$ cat config.mk
export PLATFORM = sky130hd
export DESIGN_NAME = fb_pixel_fetch_flat
export DESIGN_NICKNAME = d
export VERILOG_FILES = /design/src/rtl/fb_pixel_fetch_pkg.sv /design/src/rtl/fb_pixel_fetch_if.sv /design/src/rtl/fb_pixel_fetch_fifo.sv /design/src/rtl/fb_pixel_fetch.sv /design/src/flat_wrapper.sv
export SDC_FILE = /design/constraint.sdc
export NUM_CORES = 1
export LEC_CHECK = 0
export CORE_ASPECT_RATIO = 1.4
export CORE_MARGIN = 1.5
export CORE_UTILIZATION = 59
export CTS_BUF_LIST = sky130_fd_sc_hd__clkbuf_4 sky130_fd_sc_hd__clkbuf_8 sky130_fd_sc_hd__clkbuf_16
export DETAILED_ROUTE_END_ITERATION = 12
export GPL_TIMING_DRIVEN = 0
export PLACE_DENSITY = 0.81
export SYNTH_ARGS = -nofsm -noshare
export SYNTH_HDL_FRONTEND = slang
export SYNTH_SLANG_ARGS = --single-unit
$ cat constraint.sdc
create_clock -name clk -period 5.9 [get_ports clk]
set_input_delay 1.18 -clock clk [delete_from_list [all_inputs] [get_ports clk]]
set_output_delay 1.18 -clock clk [all_outputs]
set_load 0.03 [all_outputs]
$ cat src/rtl/fb_pixel_fetch_pkg.sv
// Shared types and default timing for the framebuffer pixel prefetch stage.
package fb_pixel_fetch_pkg;

    localparam int PIX_W_DEF      = 4;
    localparam int DEPTH_DEF      = 4;
    localparam int STROBE_LEN_DEF = 2;
    localparam int SETTLE_DEF     = 3;

    typedef enum logic [2:0] {
        S_RESYNC  = 3'd0,
        S_STROBE  = 3'd1,
        S_SETTLE  = 3'd2,
        S_CAPTURE = 3'd3,
        S_WAIT    = 3'd4
    } fetch_state_e;

endpackage

$ cat src/rtl/fb_pixel_fetch_if.sv
// Consumer-side pixel stream: head pixel, pop, occupancy and underrun flag.
interface fb_pixel_fetch_if
    import fb_pixel_fetch_pkg::*;
#(
    parameter int PIX_W = PIX_W_DEF,
    parameter int LVL_W = 3
);
    logic             pix_pop;
    logic [PIX_W-1:0] pix_data;
    logic             pix_valid;
    logic [LVL_W-1:0] level;
    logic             underrun;

    modport master (output pix_pop, input pix_data, pix_valid, level, underrun);
    modport slave  (input pix_pop, output pix_data, pix_valid, level, underrun);
endinterface

$ cat src/rtl/fb_pixel_fetch_fifo.sv
// First-word-fall-through pixel FIFO: head entry is always visible on data_o.
module fb_pixel_fifo #(
    parameter int DEPTH = 4,
    parameter int PIX_W = 4,
    parameter int LVL_W = $clog2(DEPTH + 1)
) (
    input  logic             clk,
    input  logic             rst,
    input  logic             flush_i,
    input  logic             push_i,
    input  logic [PIX_W-1:0] push_data_i,
    input  logic             pop_i,
    output logic [PIX_W-1:0] data_o,
    output logic             valid_o,
    output logic [LVL_W-1:0] level_o
);
    localparam int PTR_W = $clog2(DEPTH);

    logic [PTR_W-1:0] wr_ptr_q, wr_ptr_d, rd_ptr_q, rd_ptr_d;
    logic [LVL_W-1:0] level_q, level_d;
    logic [PIX_W-1:0] entry_w [DEPTH];
    logic             push_ok, pop_ok;

    assign valid_o = (level_q != '0);
    assign level_o = level_q;
    assign pop_ok  = pop_i && valid_o && !flush_i;
    assign push_ok = push_i && (level_q != LVL_W'(DEPTH)) && !flush_i;
    assign data_o  = entry_w[rd_ptr_q];

    genvar gi;
    generate
        for (gi = 0; gi < DEPTH; gi++) begin : g_entry
            logic [PIX_W-1:0] entry_q;
            always_ff @(posedge clk) begin
                if (rst) begin
                    entry_q <= '0;
                end else if (push_ok && (wr_ptr_q == PTR_W'(gi))) begin
                    entry_q <= push_data_i;
                end
            end
            assign entry_w[gi] = entry_q;
        end
    endgenerate

    always_comb begin
        wr_ptr_d = wr_ptr_q;
        rd_ptr_d = rd_ptr_q;
        level_d  = level_q;
        if (flush_i) begin
            wr_ptr_d = '0;
            rd_ptr_d = '0;
            level_d  = '0;
        end else begin
            if (push_ok) wr_ptr_d = wr_ptr_q + 1'b1;
            if (pop_ok)  rd_ptr_d = rd_ptr_q + 1'b1;
            if (push_ok && !pop_ok)      level_d = level_q + 1'b1;
            else if (!push_ok && pop_ok) level_d = level_q - 1'b1;
        end
    end

    always_ff @(posedge clk) begin
        if (rst) begin
            wr_ptr_q <= '0;
            rd_ptr_q <= '0;
            level_q  <= '0;
        end else begin
            wr_ptr_q <= wr_ptr_d;
            rd_ptr_q <= rd_ptr_d;
            level_q  <= level_d;
        end
    end
endmodule

$ cat src/rtl/fb_pixel_fetch.sv
// Drives the RP2040 framebuffer strobes, captures synchronized pixels and
// buffers them so the VGA scan-out can pop with zero wait.
module fb_pixel_fetch
    import fb_pixel_fetch_pkg::*;
#(
    parameter int DEPTH      = DEPTH_DEF,
    parameter int PIX_W      = PIX_W_DEF,
    parameter int STROBE_LEN = STROBE_LEN_DEF,
    parameter int SETTLE     = SETTLE_DEF,
    parameter int LVL_W      = $clog2(DEPTH + 1)
) (
    input  logic             clk,
    input  logic             rst,
    input  logic             frame_start_i,
    fb_pixel_fetch_if.slave  pix,
    output logic             fb_next_pixel_o,
    output logic             fb_reset_o,
    input  logic [PIX_W-1:0] fb_pixel_i
);
    localparam int CNT_MAX = (STROBE_LEN > SETTLE) ? STROBE_LEN : SETTLE;
    localparam int CNT_W   = $clog2(CNT_MAX + 1);

    fetch_state_e     state_q, state_d;
    logic [CNT_W-1:0] cnt_q, cnt_d;
    logic [PIX_W-1:0] sync1_q, sync2_q;
    logic             underrun_q, underrun_d;
    logic             push;
    logic             fifo_valid;
    logic [LVL_W-1:0] fifo_level;
    logic [LVL_W-1:0] lvl_after_pop;

    fb_pixel_fifo #(.DEPTH(DEPTH), .PIX_W(PIX_W), .LVL_W(LVL_W)) u_fifo (
        .clk        (clk),
        .rst        (rst),
        .flush_i    (frame_start_i),
        .push_i     (push),
        .push_data_i(sync2_q),
        .pop_i      (pix.pix_pop),
        .data_o     (pix.pix_data),
        .valid_o    (fifo_valid),
        .level_o    (fifo_level)
    );

    assign pix.pix_valid = fifo_valid;
    assign pix.level     = fifo_level;
    assign pix.underrun  = underrun_q;

    // Reset holds the FSM in RESYNC, so the rewind pulse is masked until release.
    assign fb_reset_o      = (state_q == S_RESYNC) && !rst;
    assign fb_next_pixel_o = (state_q == S_STROBE);

    // Occupancy as it will stand after this cycle's pop, before any capture.
    assign lvl_after_pop = fifo_level - LVL_W'(pix.pix_pop && fifo_valid);

    always_comb begin
        state_d    = state_q;
        cnt_d      = cnt_q;
        push       = 1'b0;
        underrun_d = underrun_q;
        if (pix.pix_pop && !fifo_valid) underrun_d = 1'b1;
        unique case (state_q)
            S_RESYNC, S_STROBE: begin
                if (cnt_q == CNT_W'(STROBE_LEN - 1)) begin
                    state_d = S_SETTLE;
                    cnt_d   = '0;
                end else begin
                    cnt_d = cnt_q + 1'b1;
                end
            end
            S_SETTLE: begin
                if (cnt_q == CNT_W'(SETTLE - 1)) begin
                    state_d = S_CAPTURE;
                    cnt_d   = '0;
                end else begin
                    cnt_d = cnt_q + 1'b1;
                end
            end
            S_CAPTURE: begin
                push    = 1'b1;
                state_d = (int'(lvl_after_pop) + 1 < DEPTH) ? S_STROBE : S_WAIT;
            end
            S_WAIT: begin
                if (int'(lvl_after_pop) < DEPTH) state_d = S_STROBE;
            end
            default: state_d = S_RESYNC;
        endcase
        if (frame_start_i) begin
            state_d    = S_RESYNC;
            cnt_d      = '0;
            push       = 1'b0;
            underrun_d = 1'b0;
        end
    end

    always_ff @(posedge clk) begin
        if (rst) begin
            state_q    <= S_RESYNC;
            cnt_q      <= '0;
            sync1_q    <= '0;
            sync2_q    <= '0;
            underrun_q <= 1'b0;
        end else begin
            state_q    <= state_d;
            cnt_q      <= cnt_d;
            sync1_q    <= fb_pixel_i;
            sync2_q    <= sync1_q;
            underrun_q <= underrun_d;
        end
    end
endmodule

$ cat src/flat_wrapper.sv
// flat-port wrapper written by rule: the top's interface ports become plain ports
module fb_pixel_fetch_flat import fb_pixel_fetch_pkg::*;
#(
    parameter int DEPTH      = DEPTH_DEF,
    parameter int PIX_W      = PIX_W_DEF,
    parameter int STROBE_LEN = STROBE_LEN_DEF,
    parameter int SETTLE     = SETTLE_DEF,
    parameter int LVL_W      = $clog2(DEPTH + 1)
)
  (clk, rst, frame_start_i, fb_next_pixel_o, fb_reset_o, fb_pixel_i, pix_pix_pop, pix_pix_data, pix_pix_valid, pix_level, pix_underrun);
  fb_pixel_fetch_if #(.PIX_W(PIX_W), .LVL_W(LVL_W)) pix_i ();
  input  logic clk;
  input  logic rst;
  input  logic frame_start_i;
  output logic fb_next_pixel_o;
  output logic fb_reset_o;
  input  logic [PIX_W-1:0] fb_pixel_i;
  input wire logic [$bits(pix_i.pix_pop)-1:0] pix_pix_pop;
  output wire logic [$bits(pix_i.pix_data)-1:0] pix_pix_data;
  output wire logic [$bits(pix_i.pix_valid)-1:0] pix_pix_valid;
  output wire logic [$bits(pix_i.level)-1:0] pix_level;
  output wire logic [$bits(pix_i.underrun)-1:0] pix_underrun;
  assign pix_i.pix_pop = pix_pix_pop;
  assign pix_pix_data = pix_i.pix_data;
  assign pix_pix_valid = pix_i.pix_valid;
  assign pix_level = pix_i.level;
  assign pix_underrun = pix_i.underrun;
  fb_pixel_fetch #(.DEPTH(DEPTH), .PIX_W(PIX_W), .STROBE_LEN(STROBE_LEN), .SETTLE(SETTLE), .LVL_W(LVL_W)) u_core (.clk(clk), .rst(rst), .frame_start_i(frame_start_i), .pix(pix_i), .fb_next_pixel_o(fb_next_pixel_o), .fb_reset_o(fb_reset_o), .fb_pixel_i(fb_pixel_i));
endmodule
; Word level (Yosys, flattened, before mapping)
; Index checks and enable logic that the tools add are counted.
[op_classes]
addsub = 7
mul = 0
div_mod_pow = 0
order_cmp = 3
n_eq_ne = 13
shifts = 0
n_mux = 15
bitwise = 1
reduce_logical = 25
[ops]
columns = op, count
row1 = $lt A32 B4 Y1 const B, 1
row2 = $mux W3, 6
row3 = $logic_and A1 B1 Y1, 12
row4 = $pmux W3 S4, 1
row5 = $bmux W4 S2, 1
row6 = $mux W4, 2
row7 = $add A2 B1 Y2 const B, 3
row8 = $eq A2 B2 Y1 const B, 3
row9 = $eq A3 B2 Y1 const B, 2
row10 = $ne A2 B1 Y1 const B, 3
row11 = $logic_not A1 Y1, 5
row12 = $add A3 B1 Y4 const B, 1
row13 = $eq A2 B1 Y1 const B, 2
row14 = $mux W2, 2
row15 = $pmux W2 S2, 1
row16 = $reduce_bool A2 Y1, 2
row17 = $reduce_or A2 Y1, 2
row18 = $add A3 B1 Y3 const B, 1
row19 = $eq A3 B1 Y1 const B, 1
row20 = $eq A3 B3 Y1 const B, 1
row21 = $ge A3 B3 Y1 const B, 1
row22 = $logic_not A3 Y1, 1
row23 = $lt A3 B3 Y1 const B, 1
row24 = $ne A3 B3 Y1 const B, 1
row25 = other kinds (7), 8
[totals]
ff_bits = 37
latch_bits = 0
mem_bits_rw = 0
romBits = 0
inputBits = 8
output_inout_bits = 11
elab_cells = 76
mem_count = 0

; Depth between registers and ports, before layout
; Gate-level depths: netlist of run 1.
[depth]
word_depth = 9
depth_mapped = 9
ltp_nobuf = 8

; Hierarchy
; From an unflattened synthesis of run 1, not the netlist that was laid out.
[hier_totals]
cells_unflattened = 179
hier_area_um2 = 1791.7
[modules_own_cells]
columns = mod, n_inst, cells_each, area_each_um2
row1 = fb_pixel_fifo, 1, 110, 1163.6
row2 = fb_pixel_fetch, 1, 69, 628.1

; Worst setup path before layout of run 1
; OpenSTA, ideal clock, no wires.
[synth_path]
kind = input -> output
startpoint = in rst
endpoint = out fb_reset_o
arrival_time_ns = 2.274
setup_slack_ns = 2.446
cell_stages = 2
cell_sequence = clkbuf_1 > nor4_1
[synth_between]
elab_chain_cells = 2
[synth_rtl]
columns = item, line
row1 = "start, declared", flat_wrapper.sv:13  ; input logic rst;
row2 = $logic_not A1 Y1, fb_pixel_fetch.sv:49  ; assign fb_reset_o = (state_q == S_RESYNC) && !rst;
row3 = $logic_and A1 B1 Y1, fb_pixel_fetch.sv:49
row4 = "end, declared", flat_wrapper.sv:16  ; output logic fb_reset_o;
; Every way passes these cells.

; Worst setup path in the final report of run 1
; Ends and elaborated chain as after synthesis.

==> results.json, run 1 <==
{
  "outcome": "complete, no violations",
  "min-delay-start": "u_core.sync1_q[1]",
  "power_uw": 414.3,
  "synth.area.top_cells": "dfxtp_1 45%, mux2i_1 11%, nor2_1 6.3%",
  "yosysSeqAreaShare_pct": 44.51,
  "dp.final_hpwl_mm": 2.322,
  "clockRootBuffer": "clkbuf_4",
  "fin_crit_sh_pct": 71.57,
  "fin_hold_ws_ns": 0.4450,
  "finalSetupViolCount": 0,
  "drive_above_1_share_pct": 11.17,
  "hold_viol": 0,
  "start_kind": "input port",
  "cts_sinks": 37,
  "p_switching_uw": 88.24,
  "seqPwrFrac_pct": 61.8,
  "clk_latency_ns": 0.33,
  "dp_slack_ns": 1.691,
  "synthXorXnorAreaFrac_pct": 3.158,
  "synth_warnings": 0,
  "post_cts_resize_count": 0,
  "area_growth_pct": 17.14,
  "place_inst": 216,
  "numCtsBuffers": 5,
  "antenna_found_initial": 0,
  "cp_common_cell": "clkdlybuf4s50_1",
  "synth_top_area_share_pct": 44.51,
  "route.detailed.drc": 0,
  "irDropWorstVdd_v": 0.0001496,
  "end_kind": "output pin",
  "cts_max_level": 2,
  "required_ns": 4.72,
  "syn_nets": 178,
  "synth_fa_ha_area_share_pct": 6.466,
  "synth-simple-area-share_pct": 20.00,
  "num_vias": 1271,
  "maxCapViolCount": 0,
  "combinationalPowerShare_pct": 5.6,
  "die_w_um": 47.89,
  "final_nets": 203,
  "dr.first_iter.drc_count": 23,
  "netlist_top_cells_count": "37 x dfxtp_1, 28 x nor2_1, 18 x mux2i_1, 9 x nor2b_1",
  "timing.rr.end": "u_core.u_fifo.level_o[2]",
  "synthArstFlopShare_pct": 0,
  "die-area_um2": 3153,
  "slew_violations": 0,
  "synth_area_um2": 1664,
  "relSlewSlack_pct": 68.35,
  "crit_arrival_ns": 3.04,
  "synth.avg_cell_area_um2": 10.27,
  "synth_ff_type": "dfxtp_1",
  "p_clk_share_pct": 32.6,
  "crit_type": "input port to output pin",
  "antenna_left": 0,
  "r2r-start": "u_core.state_q[0]",
  "stdcell_count": 224,
  "layout_setup_ws_ns": 1.678,
  "grt_max_degree": 11,
  "cp_slowest_cell": "clkdlybuf4s50_1",
  "ff2ff_setup_slack_ns": 3.61,
  "setup-tns-final_ns": 0,
  "cpPeakStageDelay_ns": 0.73,
  "leakage_nw": 0.8397,
  "io_buffers": 18,
  "grt_pass1_wl_mm": 5.133,
  "dr.pass1.iters": 4,
  "ios": 19,
  "power_density_nw_per_um2": 212.5,
  "fmax_mhz": 236.8,
  "initial_core_util_pct": 62.97,
  "rsz0062_at_grt": "false",
  "grt-ovfl-total": 0,
  "synth-seq-cells": 37,
  "cts_buffer_depth": 2,
  "fin_worst_skew_ns": 0.009641,
  "worst_pin_slew_ns": 0.4747,
  "power.internal_uw": 326.1,
  "worst-r2r-cell-count": 9,
  "worstPathCellList": "clkdlybuf4s50_1 > clkbuf_1 > nor4_1 > clkdlybuf4s50_1",
  "post_drt_via_cell_ratio": 5.674,
  "core-area_um2": 2643,
  "num_antenna_cells": 0,
  "worstPathBufferInverterCount": 3,
  "fin_crit_ns": 4.223,
  "synth_top_area_cell": "dfxtp_1",
  "fp-row-count": 22,
  "cts_setup_buffers": 0,
  "path_max_fanout": 10,
  "die_h_um": 65.84,
  "wirelength_mm": 3.131,
  "wire_per_inst_um": 13.98,
  "synth.most_common_cell": "dfxtp_1",
  "postSynthCellCount": 162,
  "place.gp.congestion": 0.7131,
  "synthMuxAreaShare_pct": 16.24,
  "synth_top_family_by_area": "simple AND/OR/NAND/NOR gates",
  "synth_edf_count": 0,
  "synth_compound_gate_area_share_pct": 6.391,
  "first_global_vias": 1191,
  "hold_path_class": "flop to flop",
  "yosysUniqueCellTypes": 35,
  "p_sw_share_pct": 21.30,
  "holdPathStages": 1,
  "cts_tree": "built",
  "clk_pin_slew_ns": 0.09,
  "critPathTopFamily": "buffers and inverters",
  "hold_end": "u_core.sync2_q[1]",
  "grt_usage_pct": 23.13,
  "ctsHoldBuffers": 0
}
registers in the layout, indices dropped and copies added, names as in the netlist:
| name | cells |
|---|---|
| u_core.cnt_q | 2 |
| u_core.pix.underrun | 1 |
| u_core.state_q | 3 |
| u_core.sync1_q | 4 |
| u_core.sync2_q | 4 |
| u_core.u_fifo.g_entry.entry_q | 16 |
| u_core.u_fifo.level_o | 3 |
| u_core.u_fifo.rd_ptr_q | 2 |
| u_core.u_fifo.wr_ptr_q | 2 |
worst max-delay path by stage:
stage / start / endpoint / slack, ns / cells past startpoint
final: rst / fb_reset_o / 1.68 / 4
after global routing: rst / fb_reset_o / 1.57 / 4
after CTS: rst / fb_reset_o / 1.69 / 4
after detailed placement: rst / fb_reset_o / 1.69 / 4
after global placement: rst / fb_reset_o / 1.72 / 4
after floorplan: rst / fb_reset_o / 2.45 / 2
cell usage in the layout, fill, tap and decap left out, types with 5 or more instances in the layout:
cell,instances
o21ai_0,5
clkbuf_4,8
dfxtp_1,37
clkdlybuf4s50_1,18
mux2i_1,18
clkbuf_1,6
inv_1,7
nor2b_1,9
ha_1,7
nor2_1,28
metrics by stage:
stage / utilization (%) / area [µm²]
2_1_floorplan: - / 1664
3_3_place_gp: 71.50 / 1889
3_5_place_dp: 71.50 / 1889
4_1_cts: 73.77 / 1949
5_1_grt: 73.77 / 1949
6_report: 73.77 / 1949
cell type report:
cell class | count | area, µm²
well taps | 36 | 45.04
plain buffers | 7 | 27.53
multi-input cells | 111 | 869.6
fillers | 206 | 693.2
repair buffers | 18 | 180.2
inverters | 7 | 26.28
flip-flops and latches | 37 | 740.7
clock buffers | 8 | 60.06
cell families after synthesis:
| family | after synthesis |
|---|---|
| xor+xnor | 6 |
| buf+inv | 14 |
| simple gates | 59 |
| flops | 37 |
| mux | 22 |
| fa+ha+maj | 8 |
| compound gates | 16 |
worst register-to-register path: cells and delay by family (launching register included):
kind                       cells  cell delay, ns
AOI/OAI and AO/OA              1            0.15
DFF                            1            0.32
buffers and inverters          2            0.24
xor gates and xnor gates       1            0.17
and+or+nand+nor                3            0.79
adders and majority gates      2            0.55
power by group through the flow:
| stage | logic (mW) | clock network, mW | registers [mW] |
|---|---|---|---|
| after global placement | 0.0224 | 0 | 0.262 |
| after global routing | 0.0251 | 0.149 | 0.257 |
| after floorplan | 0.0122 | 0 | 0.262 |
| after CTS | 0.0231 | 0.140 | 0.256 |
| final | 0.0230 | 0.135 | 0.256 |
| after detailed placement | 0.0229 | 0 | 0.262 |
routing by layer:
metal  vias up  track usage, %  share of wire, %
met1       626           24.07                40
li1        609               -                 -
met2        29           41.00                54
met4         0           10.14               1.8
met3         7           5.738               3.6
met5         -               0                 0
Power figures use the tool's default switching activity.
==> run 2, diff against run 1 <==
--- a/config.mk
+++ b/config.mk
@@ -7,11 +7,11 @@
 export LEC_CHECK = 0
 export CORE_ASPECT_RATIO = 1.4
 export CORE_MARGIN = 1.5
-export CORE_UTILIZATION = 59
+export CORE_UTILIZATION = 49
 export CTS_BUF_LIST = sky130_fd_sc_hd__clkbuf_4 sky130_fd_sc_hd__clkbuf_8 sky130_fd_sc_hd__clkbuf_16
 export DETAILED_ROUTE_END_ITERATION = 12
 export GPL_TIMING_DRIVEN = 0
-export PLACE_DENSITY = 0.81
+export PLACE_DENSITY = 0.72
 export SYNTH_ARGS = -nofsm -noshare
 export SYNTH_HDL_FRONTEND = slang
 export SYNTH_SLANG_ARGS = --single-unit
==> constraint.sdc (replaced) <==
create_clock -name clk -period 3.4 [get_ports clk]
set_input_delay 0.68 -clock clk [delete_from_list [all_inputs] [get_ports clk]]
set_output_delay 0.68 -clock clk [all_outputs]
set_load 0.03 [all_outputs]
==> run 2 against run 1 <==
Against the previous run: critical path depth unchanged; power increased by 110%; clock power increased to 2.9 times the previous value; via count decreased by 5.1%; global-route usage decreased by 2.6 points; routed wire length increased by 5.9%; clock skew decreased by 0.0060 ns; sequential cell count unchanged; utilization decreased by 11 points; highest routed layer unchanged; count of clock-buffer cells in the layout decreased by 2; register-to-register slack got worse by 2.5 ns.
==> results.json, run 2 (same netlist as run 1, synthesis figures left out) <==
{
  "cts_tree": "built",
  "drive_above_1_share_pct": 11.17,
  "grt_pass1_wl_mm": 5.540,
  "cts_max_level": 2,
  "num_vias": 1206,
  "hold_viol": 0,
  "power_density_nw_per_um2": 433.7,
  "maxCapViolCount": 0,
  "hold_end": "u_core.sync2_q[3]",
  "cp_common_cell": "clkdlybuf4s50_1",
  "clockRootBuffer": "clkbuf_8",
  "setup-tns-final_ns": 0,
  "area_growth_pct": 20.98,
  "fmax_mhz": 311.4,
  "timing.rr.end": "u_core.u_fifo.level_o[2]",
  "layout_common_cells": "37 x dfxtp_1, 28 x nor2_1, 18 x mux2i_1, 18 x clkdlybuf4s50_1, 9 x nor2b_1",
  "top_register": "u_core.u_fifo.g_entry.entry_q",
  "r2r-start": "u_core.state_q[0]",
  "path_max_fanout": 10,
  "hold_path_class": "flop to flop",
  "finalSetupViolCount": 0,
  "grt_usage_pct": 20.57,
  "place.gp.congestion": 0.6997,
  "fin_worst_skew_ns": 0.003670,
  "die_h_um": 71.96,
  "numCtsBuffers": 5,
  "first_global_vias": 1197,
  "worstPathBufferInverterCount": 3,
  "ios": 19,
  "critPathTopFamily": "buffers and inverters",
  "end_kind": "output pin",
  "post_cts_resize_count": 0,
  "antenna_left": 0,
  "grt_max_degree": 13,
  "relSlewSlack_pct": 68.03,
  "fillers": 278,
  "rsz0062_at_grt": "false",
  "cp_slowest_cell": "clkdlybuf4s50_1",
  "route.detailed.drc": 0,
  "crit_type": "input port to output pin",
  "final_nets": 203,
  "crit_arrival_ns": 2.53,
  "cts_sinks": 37,
  "wirelength_mm": 3.315,
  "antenna_found_initial": 0,
  "num_antenna_cells": 0,
  "post_drt_via_cell_ratio": 5.313,
  "fp-row-count": 24,
  "leakage_nw": 0.8603,
  "fin_crit_ns": 3.212,
  "core-area_um2": 3183,
  "worst_pin_slew_ns": 0.4795,
  "initial_core_util_pct": 52.28,
  "start_kind": "input port",
  "fin_util_pct": 63.25,
  "grt-ovfl-total": 0,
  "power_uw": 873.2,
  "min-delay-start": "u_core.sync1_q[3]",
  "reg.largest.list": "u_core.u_fifo.g_entry.entry_q (16), u_core.sync1_q (4), u_core.sync2_q (4)",
  "die_w_um": 52.25,
  "clk_pin_slew_ns": 0.07,
  "slew_violations": 0,
  "cts_setup_buffers": 0,
  "outcome": "complete, no violations",
  "required_ns": 2.72,
  "die-area_um2": 3760,
  "cpPeakStageDelay_ns": 0.72,
  "worst-r2r-cell-count": 9,
  "dp.final_hpwl_mm": 2.436,
  "dr.first_iter.drc_count": 26,
  "fin_crit_sh_pct": 94.46,
  "largest_register_ffs": 16,
  "wire_per_inst_um": 14.60,
  "final_area_um2": 2013,
  "dr.pass1.iters": 4,
  "io_buffers": 18,
  "clk_latency_ns": 0.29,
  "worstPathCellList": "clkdlybuf4s50_1 > clkbuf_1 > nor4_1 > clkdlybuf4s50_1",
  "cts_buffer_depth": 2,
  "place_area_um2": 1893,
  "ff2ff_setup_slack_ns": 1.09,
  "final_common_cell": "dfxtp_1",
  "holdPathStages": 1,
  "irDropWorstVdd_v": 0.0004182,
  "ctsHoldBuffers": 0
}
run 2: layout make-up:
| class | instances | area [µm²] | share of cell area (%) |
|---|---|---|---|
| Multi-Input combinational cell | 111 | 869.6 | 43.19 |
| Sequential cell | 37 | 740.7 | 36.79 |
| Timing Repair Buffer | 18 | 180.2 | 8.950 |
| Clock buffer | 6 | 82.58 | 4.102 |
| Tap cell | 39 | 48.80 | 2.424 |
| Clock inverter | 2 | 37.54 | 1.865 |
| Buffer | 7 | 27.53 | 1.367 |
| Inverter | 7 | 26.28 | 1.305 |
run 2: worst reg2reg max path: stages, from the launching register on:
cell and delay [ns]:
dfxtp_1 0.31, clkbuf_2 0.19, and4bb_2 0.34, and2_1 0.16
ha_1 0.18, inv_1 0.07, fa_1 0.38, xor2_1 0.17
or3_1 0.30, a21oi_1 0.14
run 2: per-stage QoR:
stage | instances | setup slack, ns | hold slack [ns]
final | 227 | 0.1883 | 0.4476
after floorplan | 162 | 0.9461 | 0.4138
after CTS | 227 | 0.2190 | 0.4559
after global routing | 227 | 0.07262 | 0.4705
after detailed placement | 219 | 0.2190 | 0.4332
after global placement | 219 | 0.2143 | 0.4225
run 2: report_power, final:
group          switching [mW]  internal [mW]
sequential            0.00474          0.440
combinational          0.0200         0.0198
clock                   0.151          0.238
total                   0.175          0.698
run 2: worst max path at each step:
stage | start | endpoint | slack (ns) | depth (start not counted)
floorplan | rst | fb_reset_o | 0.95 | 2
global placement | rst | fb_reset_o | 0.21 | 4
detailed placement | rst | fb_reset_o | 0.22 | 4
CTS | rst | fb_reset_o | 0.22 | 4
global route | rst | fb_reset_o | 0.07 | 4
finish | rst | fb_reset_o | 0.19 | 4
run 2: layer usage:
metal  track usage [%]  vias to the layer above  part of all wire (%)  routed length (µm)
met1             23.95                      575                    44                1444
met2             35.58                       19                    52                1714
met3             5.556                        6                   3.0                 101
li1                  -                      606                     -                   -
met5                 0                        -                     0                   0
met4             7.692                        0                   1.6                  54
